===== src/rtl/alu_pkg.sv =====
// Shared constants for the ALU sequencer: opcodes, instruction fields, FSM states.
package alu_pkg;

  localparam logic [3:0] OP_NOP  = 4'h0;
  localparam logic [3:0] OP_LDA  = 4'h1;
  localparam logic [3:0] OP_LDB  = 4'h2;
  localparam logic [3:0] OP_MUL  = 4'h3;
  localparam logic [3:0] OP_DIV  = 4'h4;
  localparam logic [3:0] OP_SHL  = 4'h5;
  localparam logic [3:0] OP_SHR  = 4'h6;
  localparam logic [3:0] OP_ADD  = 4'h7;
  localparam logic [3:0] OP_SUB  = 4'h8;
  localparam logic [3:0] OP_HALT = 4'hF;

  // Opcode occupies the upper nibble of the instruction byte; lower nibble is ignored.
  localparam int OPC_MSB = 7;
  localparam int OPC_LSB = 4;

  typedef enum logic [2:0] {
    S_IDLE,
    S_FETCH,
    S_WAIT,
    S_DECODE,
    S_EXEC,
    S_WB,
    S_HALT,
    S_ERR
  } seqState_t;

  // True for opcodes that are handed to the ALU (LDA..SUB).
  function automatic logic isAluOp(input logic [3:0] op);
    return (op >= OP_LDA) && (op <= OP_SUB);
  endfunction

endpackage


===== src/rtl/alu_sequencer_if.sv =====
// Program RAM and ALU handshake bundle; master side is the sequencer.
interface alu_sequencer_if #(
  parameter int ADDR_W = 8,
  parameter int DATA_W = 8
);

  logic [ADDR_W-1:0] mem_addr;
  logic              mem_rd;
  logic [7:0]        mem_data;
  logic [3:0]        alu_op;
  logic              alu_start;
  logic              alu_done;
  logic [DATA_W-1:0] alu_result;
  logic              alu_carry;
  logic              alu_comp;

  modport master (
    output mem_addr, mem_rd, alu_op, alu_start,
    input  mem_data, alu_done, alu_result, alu_carry, alu_comp
  );

  modport slave (
    input  mem_addr, mem_rd, alu_op, alu_start,
    output mem_data, alu_done, alu_result, alu_carry, alu_comp
  );

endinterface


===== src/rtl/alu_seq_watchdog.sv =====
// Counts cycles spent waiting on the ALU and flags when the budget is used up.
module alu_seq_watchdog #(
  parameter int TIMEOUT = 15
) (
  input  logic clk,
  input  logic rst,
  input  logic clear,
  input  logic enable,
  output logic timeout
);

  localparam int CNT_W = (TIMEOUT < 1) ? 1 : $clog2(TIMEOUT + 1);

  logic [CNT_W-1:0] count;

  // Count enabled cycles; hold once the limit is reached so the flag stays up.
  always_ff @(posedge clk or posedge rst) begin
    if (rst) begin
      count <= '0;
    end else if (clear) begin
      count <= '0;
    end else if (enable && !timeout) begin
      count <= count + CNT_W'(1);
    end
  end

  assign timeout = (count == CNT_W'(TIMEOUT));

endmodule


===== src/rtl/alu_sequencer.sv =====
// ALU control unit: fetch/decode program bytes, launch ALU ops, write back results.
module alu_sequencer
  import alu_pkg::*;
#(
  parameter int ADDR_W      = 8,
  parameter int DATA_W      = 8,
  parameter int ALU_TIMEOUT = 15
) (
  input  logic                clk,
  input  logic                rst,
  input  logic                start,
  input  logic [ADDR_W-1:0]   start_addr,
  alu_sequencer_if.master     bus,
  output logic [DATA_W-1:0]   result,
  output logic                carry_flag,
  output logic                comp_flag,
  output logic                busy,
  output logic                halted,
  output logic                error
);

  seqState_t         state;
  logic [ADDR_W-1:0] pc;
  logic [ADDR_W-1:0] pcNext;
  logic [7:0]        ir;
  logic [3:0]        irOp;
  logic              wdClear;
  logic              wdEnable;
  logic              wdTimeout;
  logic              unusedIrLow;

  assign pcNext      = pc + ADDR_W'(1);
  assign irOp        = ir[OPC_MSB:OPC_LSB];
  assign unusedIrLow = ^ir[OPC_LSB-1:0];
  assign wdClear     = (state != S_EXEC);
  assign wdEnable    = (state == S_EXEC);

  alu_seq_watchdog #(
    .TIMEOUT(ALU_TIMEOUT)
  ) uWatchdog (
    .clk    (clk),
    .rst    (rst),
    .clear  (wdClear),
    .enable (wdEnable),
    .timeout(wdTimeout)
  );

  // Sequencer FSM with registered outputs. mem_addr/mem_rd are loaded on the
  // transition into FETCH so the read is presented during FETCH itself and the
  // byte arrives in WAIT. The ALU result is latched on the alu_done cycle (the
  // only cycle it is guaranteed valid); WB then only advances the pc.
  always_ff @(posedge clk or posedge rst) begin
    if (rst) begin
      state         <= S_IDLE;
      pc            <= '0;
      ir            <= '0;
      bus.mem_addr  <= '0;
      bus.mem_rd    <= 1'b0;
      bus.alu_op    <= '0;
      bus.alu_start <= 1'b0;
      result        <= '0;
      carry_flag    <= 1'b0;
      comp_flag     <= 1'b0;
      busy          <= 1'b0;
      halted        <= 1'b0;
      error         <= 1'b0;
    end else begin
      bus.mem_rd    <= 1'b0;
      bus.alu_start <= 1'b0;
      case (state)
        S_IDLE, S_HALT, S_ERR: begin
          if (start) begin
            pc           <= start_addr;
            bus.mem_addr <= start_addr;
            bus.mem_rd   <= 1'b1;
            busy         <= 1'b1;
            halted       <= 1'b0;
            error        <= 1'b0;
            state        <= S_FETCH;
          end
        end
        S_FETCH: begin
          bus.mem_addr <= pc;
          state        <= S_WAIT;
        end
        S_WAIT: begin
          ir    <= bus.mem_data;
          state <= S_DECODE;
        end
        S_DECODE: begin
          if (irOp == OP_NOP) begin
            pc           <= pcNext;
            bus.mem_addr <= pcNext;
            bus.mem_rd   <= 1'b1;
            state        <= S_FETCH;
          end else if (irOp == OP_HALT) begin
            busy   <= 1'b0;
            halted <= 1'b1;
            state  <= S_HALT;
          end else if (isAluOp(irOp)) begin
            bus.alu_op    <= irOp;
            bus.alu_start <= 1'b1;
            state         <= S_EXEC;
          end else begin
            busy  <= 1'b0;
            error <= 1'b1;
            state <= S_ERR;
          end
        end
        S_EXEC: begin
          // A done coinciding with our own start pulse is stale and ignored.
          if (bus.alu_done && !bus.alu_start) begin
            result <= bus.alu_result;
            if (bus.alu_op == OP_ADD) carry_flag <= bus.alu_carry;
            if (bus.alu_op == OP_SUB) comp_flag  <= bus.alu_comp;
            state <= S_WB;
          end else if (wdTimeout) begin
            busy  <= 1'b0;
            error <= 1'b1;
            state <= S_ERR;
          end
        end
        S_WB: begin
          pc           <= pcNext;
          bus.mem_addr <= pcNext;
          bus.mem_rd   <= 1'b1;
          state        <= S_FETCH;
        end
        default: state <= S_IDLE;
      endcase
    end
  end

endmodule


===== src/flat_wrapper.sv =====
// flat-port wrapper written by rule: the top's interface ports become plain ports
module alu_sequencer_flat import alu_pkg::*;
#(
  parameter int ADDR_W      = 8,
  parameter int DATA_W      = 8,
  parameter int ALU_TIMEOUT = 15
)
  (clk, rst, start, start_addr, result, carry_flag, comp_flag, busy, halted, error, bus_mem_addr, bus_mem_rd, bus_alu_op, bus_alu_start, bus_mem_data, bus_alu_done, bus_alu_result, bus_alu_carry, bus_alu_comp);
  alu_sequencer_if #(.ADDR_W(ADDR_W), .DATA_W(DATA_W)) bus_i ();
  input  logic clk;
  input  logic rst;
  input  logic start;
  input  logic [ADDR_W-1:0] start_addr;
  output logic [DATA_W-1:0] result;
  output logic carry_flag;
  output logic comp_flag;
  output logic busy;
  output logic halted;
  output logic error;
  output wire logic [$bits(bus_i.mem_addr)-1:0] bus_mem_addr;
  output wire logic [$bits(bus_i.mem_rd)-1:0] bus_mem_rd;
  output wire logic [$bits(bus_i.alu_op)-1:0] bus_alu_op;
  output wire logic [$bits(bus_i.alu_start)-1:0] bus_alu_start;
  input wire logic [$bits(bus_i.mem_data)-1:0] bus_mem_data;
  input wire logic [$bits(bus_i.alu_done)-1:0] bus_alu_done;
  input wire logic [$bits(bus_i.alu_result)-1:0] bus_alu_result;
  input wire logic [$bits(bus_i.alu_carry)-1:0] bus_alu_carry;
  input wire logic [$bits(bus_i.alu_comp)-1:0] bus_alu_comp;
  assign bus_mem_addr = bus_i.mem_addr;
  assign bus_mem_rd = bus_i.mem_rd;
  assign bus_alu_op = bus_i.alu_op;
  assign bus_alu_start = bus_i.alu_start;
  assign bus_i.mem_data = bus_mem_data;
  assign bus_i.alu_done = bus_alu_done;
  assign bus_i.alu_result = bus_alu_result;
  assign bus_i.alu_carry = bus_alu_carry;
  assign bus_i.alu_comp = bus_alu_comp;
  alu_sequencer #(.ADDR_W(ADDR_W), .DATA_W(DATA_W), .ALU_TIMEOUT(ALU_TIMEOUT)) u_core (.clk(clk), .rst(rst), .start(start), .start_addr(start_addr), .bus(bus_i), .result(result), .carry_flag(carry_flag), .comp_flag(comp_flag), .busy(busy), .halted(halted), .error(error));
endmodule

===== config.mk =====
export PLATFORM = sky130hd
export DESIGN_NAME = alu_sequencer_flat
export DESIGN_NICKNAME = d
export VERILOG_FILES = /design/src/rtl/alu_pkg.sv /design/src/rtl/alu_sequencer_if.sv /design/src/rtl/alu_seq_watchdog.sv /design/src/rtl/alu_sequencer.sv /design/src/flat_wrapper.sv
export SDC_FILE = /design/constraint.sdc
export NUM_CORES = 1
export LEC_CHECK = 0
export ABC_AREA = 0
export CAP_MARGIN = 15
export CORE_ASPECT_RATIO = 0.9
export CORE_MARGIN = 10
export CORE_UTILIZATION = 35
export CTS_CLUSTER_SIZE = 24
export DETAILED_ROUTE_END_ITERATION = 7
export GPL_TIMING_DRIVEN = 0
export HOLD_SLACK_MARGIN = 0.05
export SLEW_MARGIN = 40
export SYNTH_ARGS = -nofsm -noshare
export SYNTH_HDL_FRONTEND = slang
export SYNTH_SLANG_ARGS = --single-unit

===== constraint.sdc =====
create_clock -name clk -period 5.45 [get_ports clk]
set_input_delay 0.8175 -clock clk [delete_from_list [all_inputs] [get_ports clk]]
set_output_delay 0.8175 -clock clk [all_outputs]
set_load 0.01 [all_outputs]

## After elaboration in Yosys (flattened, before gate mapping)

Cells that the tools add are included.

- Register bits after elaboration: 50
- Bits of input ports: 30

- $add $sub $neg: 2
- Mux-type cells: 37
- Bitwise logic cells: 2
- $lt $le $gt $ge: 2
- Equality and inequality tests: 22
- Reductions and logical operators: 23

Operators by type and width:

| operator | count |
|---|---|
| $pmux W8 S4 | 1 |
| $pmux W8 S3 | 1 |
| $mux W1 | 20 |
| $pmux W3 S6 | 1 |
| $mux W8 | 2 |
| $mux W3 | 5 |
| $eq A3 B3 Y1 const B | 4 |
| $eq A4 B4 Y1 const B | 3 |
| $reduce_and A3 Y1 | 4 |
| $ne A2 B2 Y1 const B | 5 |
| $pmux W1 S3 | 3 |
| $add A8 B1 Y8 const B | 1 |
| $mux W4 | 2 |
| $reduce_and A4 Y1 | 2 |
| $reduce_and A7 Y1 | 1 |
| $eq A3 B2 Y1 const B | 2 |
| $ne A2 B1 Y1 const B | 3 |
| $reduce_and A6 Y1 | 1 |
| $reduce_bool A3 Y1 | 2 |
| $add A4 B1 Y4 const B | 1 |
| $eq A4 B3 Y1 const B | 1 |
| $ge A4 B1 Y1 const B | 1 |
| $le A4 B4 Y1 const B | 1 |
| $logic_not A4 Y1 | 1 |
| 14 further kinds | 20 |

## Depth between registers and ports, before layout

- Depth after elaboration: 6
- Gate-level depth with buffers: 7
- Depth with buffers taken out: 5

## Cells and area by module

A second synthesis with hierarchy kept.

- Cell total of the unflattened synthesis: 274
- Area total of the unflattened synthesis: 2,847.7 µm²

By module, submodules not included:

| module | seq. area each (µm²) | area each (µm²) | instances | cells each |
|---|---|---|---|---|
| alu_sequencer | 1,051.0 | 2,615.0 | 1 | 253 |
| alu_seq_watchdog | 100.1 | 232.7 | 1 | 21 |

## Worst setup path after synthesis

OpenSTA, ideal clock, no wires.

- Path kind: input port to flip-flop
- From: input start
- To: register u_core.bus.mem_addr[1]
- Arrival time: 1.888 ns
- Setup slack: 3.437 ns
- Library setup time: 0.125 ns
- Stages: 5
- Path through: nor2b_1 > o31a_1 > or2_2 > buf_2 > mux2_2

- Longest elaborated chain between the ends: 2

Ends and longest elaborated chain:

| element | RTL line | RTL |
|---|---|---|
| start: declaration | flat_wrapper.sv:12 | `input logic start;` |
| $ne A2 B2 Y1 (no source line) | -- |  |
| $reduce_and A3 Y1 (no source line) | -- |  |
| end signal: assignment | alu_sequencer.sv:74 | `bus.mem_addr <= start_addr;` |
| end signal: assignment | alu_sequencer.sv:83 | `bus.mem_addr <= pc;` |
| end signal: assignment | alu_sequencer.sv:93 | `bus.mem_addr <= pcNext;` |
| end: declaration | alu_sequencer_if.sv:18 | `output mem_addr, mem_rd, alu_op, alu_start,` |

Every way passes these cells.
A chain may end at the register's enable or synchronous reset.

## Worst setup path in the final report

- From: input start
- To: register u_core.pc[1]

- Longest elaborated chain between the ends: 2

Ends and longest elaborated chain:

| element | RTL line | RTL |
|---|---|---|
| $ne A2 B2 Y1 (no source line) | -- |  |
| $reduce_and A3 Y1 (no source line) | -- |  |
| end signal: assignment | alu_sequencer.sv:73 | `pc <= start_addr;` |
| end signal: assignment | alu_sequencer.sv:92 | `pc <= pcNext;` |
| end signal: assignment | alu_sequencer.sv:124 | `pc <= pcNext;` |
| end: declaration | alu_sequencer.sv:23 | `logic [ADDR_W-1:0] pc;` |

Every way passes these cells.

==> flow_summary.ini <==
[logic_synthesis]
async_flop_share_pct = 100
yosysTopAreaCell = dfrtp_1
synth_fp_nets = 280
ys_warn_count = 0
yosysTopAreaCellShare_pct = 43.9
synth-edff-count = 0
syn_area_um2 = 2620
syn_inst = 248
synth_area_leaders = dfrtp_1 44%, mux2_2 6.4%, mux2_4 4.6%
avgSynthCellArea_um2 = 10.6
ys_types = 57
ys_ff_latch = 46
ys_seq_area_share_pct = 43.9
yosys_most_used_dff = dfrtp_1

[layout]
final_common_cell = clkdlybuf4s50_1
final_area_um2 = 3390
layout_common_cells = 52 x clkdlybuf4s50_1, 46 x dfrtp_1, 16 x nand2_1
fin_nets = 340
drive_above_1_share_pct = 16.5
syn_to_final_growth_pct = 29.4
layout.cells.non_filler = 402
layout.filler_cells = 693
diodes = 0

[run_status]
status = completed

[die]
dieArea_um2 = 11400
die_w_um = 111
core_area_um2 = 7180
die_height_um = 102
io_pins = 57
initial_core_util_pct = 36.5
rows = 29

[place]
io_buffers = 52
dpl.cell_count = 394
place_ws_ns = 2.62
routabilityCongestion = 0.882
hpwl_um = 5030
post_dp_cell_area_um2 = 3280

[clock_network]
ctsHtreeMaxLevel = 2
post_cts.repair.setup_buffers = 0
hold_buffers = 0
clkTransAtPathRegs_ns = 0.08
cts_buffers = 5
clk_latency_ns = 0.30
cts.sinks = 46
cts_tree = yes
clock-root-buffer = clkbuf_8
ctsLongestPathBuffers = 2
cts_resized = 0

[critical_path]
reg2reg_setup_slack_ns = 3.24
start_kind = input pin
reg2reg_depth = 5
reg2reg_from = u_core.ir[5]
endpoint = u_core.pc[1]
cp.required_ns = 5.64
reg2reg_to = u_core.pc[1]
cp-end-kind = flip-flop
cp-startpoint = start
crit_arrival_ns = 2.73
worstSetupPathType = in -> reg
critPathMaxFanout = 9

[timing]
max_slew_margin_pct = 55.2
finalWorstSetupSlack_ns = 2.91
setup_tns_ns = 0
grt_setup_unrepaired = false
hold_violations = 0
period_share_pct = 46.6
finalSetupViolCount = 0
skew_ns = 0.00447
max_freq_ghz = 0.394
tightest_slew_ns = 0.671
slew_violations = 0
finalCriticalPeriod_ns = 2.54

[global_routing]
grt_pass1_vias = 2201
antenna_found_initial = 0
grt_pass1_wl_um = 11200
grt.total_usage_pct = 11.8
grt_max_degree = 37
grt_overflow = 0

[pwr]
power_density_nw_per_um2 = 612
vdd_drop_max_mv = 0.166
p_leak_nw = 1.37
power_mw = 2.08

[route]
drtPass1Iterations = 4
ant_nets = 0
drc = 0
wirelength_um = 6680
first_iter_violations = 175
vias = 2138
viasPerCell = 5.32
wl_per_cell_um = 16.6

[worst_hold_path]
min_path_cells = 2
min_path_type = reg -> reg

[flow_run]
cap_violations = 0
## report_power, final
part,internal [mW],switching (mW)
clock network,0.137,0.115
registers,0.500,0.128
logic,0.603,0.593
total,1.24,0.836
## worst max-delay path, cell delays in order
cell             delay (ns)
clkdlybuf4s50_1        0.52
nor2b_1                0.21
a211oi_2               0.61
nor2_2                 0.24
mux2_2                 0.32
## through the flow
stage | hold WS (ns) | utilization, %
2_1_floorplan | 0.471 | -
3_3_place_gp | 0.469 | 45.4
3_5_place_dp | 0.474 | 45.7
4_1_cts | 0.494 | 47.2
5_1_grt | 0.515 | 47.2
6_report | 0.491 | 47.2
## routing by layer
metal / global-route usage [%] / part of all wire [%]
met1: 15.6 / 47
met2: 18.9 / 46
met3: 2.58 / 6.1
met4: 4.15 / 1.4
met5: 0 / 0
## state kept, by name (all words and copies together), names as in the netlist
name,flops
u_core.pc,8
u_core.result,8
u_core.bus.alu_start,1
u_core.bus.mem_addr,8
u_core.halted,1
u_core.comp_flag,1
u_core.ir,4
u_core.state,3
u_core.carry_flag,1
u_core.error,1
u_core.busy,1
u_core.bus.mem_rd,1
u_core.bus.alu_op,4
u_core.uWatchdog.count,4
## logic make-up after synthesis
family	count (synthesis)	synth area share, %
and+or+nand+nor	77	17.6
xor gates and xnor gates	3	1.00
AOI/OAI and AO/OA	63	17.7
muxes	30	13.8
buffers and inverters	25	4.34
DFF	46	43.9
adders and majority gates	4	1.72
## synth_stat cells, drive strengths merged (2+ instances only)
cell	instances
a21bo	3
a21oi	3
nand4b	4
or3	2
nor4	2
inv	7
o22ai	6
o21ai	12
nand3	9
clkbuf	10
dfrtp	46
and3	4
mux2	25
nand2	16
nor2b	4
nor3	8
maj3	2
a211oi	9
mux2i	5
nand2b	2
a31oi	4
a22oi	2
and2	3
a2bb2oi	8
nand4	5
nor2	12
a21boi	3
o211ai	3
buf	8
xor2	2
o31a	2
ha	2
## area by class of cell
type                    instances  area (um^2)  share of cell area, %
well taps                      93          116                   3.43
flip-flops and latches         46         1150                   33.9
repair buffers                 53          541                   15.9
plain buffers                  18         87.6                   2.58
inverters                       7         28.8                  0.849
clock inverters                 2         37.5                   1.11
clock buffers                   6         72.6                   2.14
multi-input cells             177         1360                   40.0
## worst min path at each step
stage / start / endpoint
detailed placement: u_core.halted / u_core.halted
finish: u_core.halted / u_core.halted
global placement: u_core.comp_flag / u_core.comp_flag
CTS: u_core.halted / u_core.halted
global route: u_core.error / u_core.error
floorplan: u_core.uWatchdog.count[3] / u_core.uWatchdog.count[3]
Note: power is estimated with default switching activity, not from simulation.
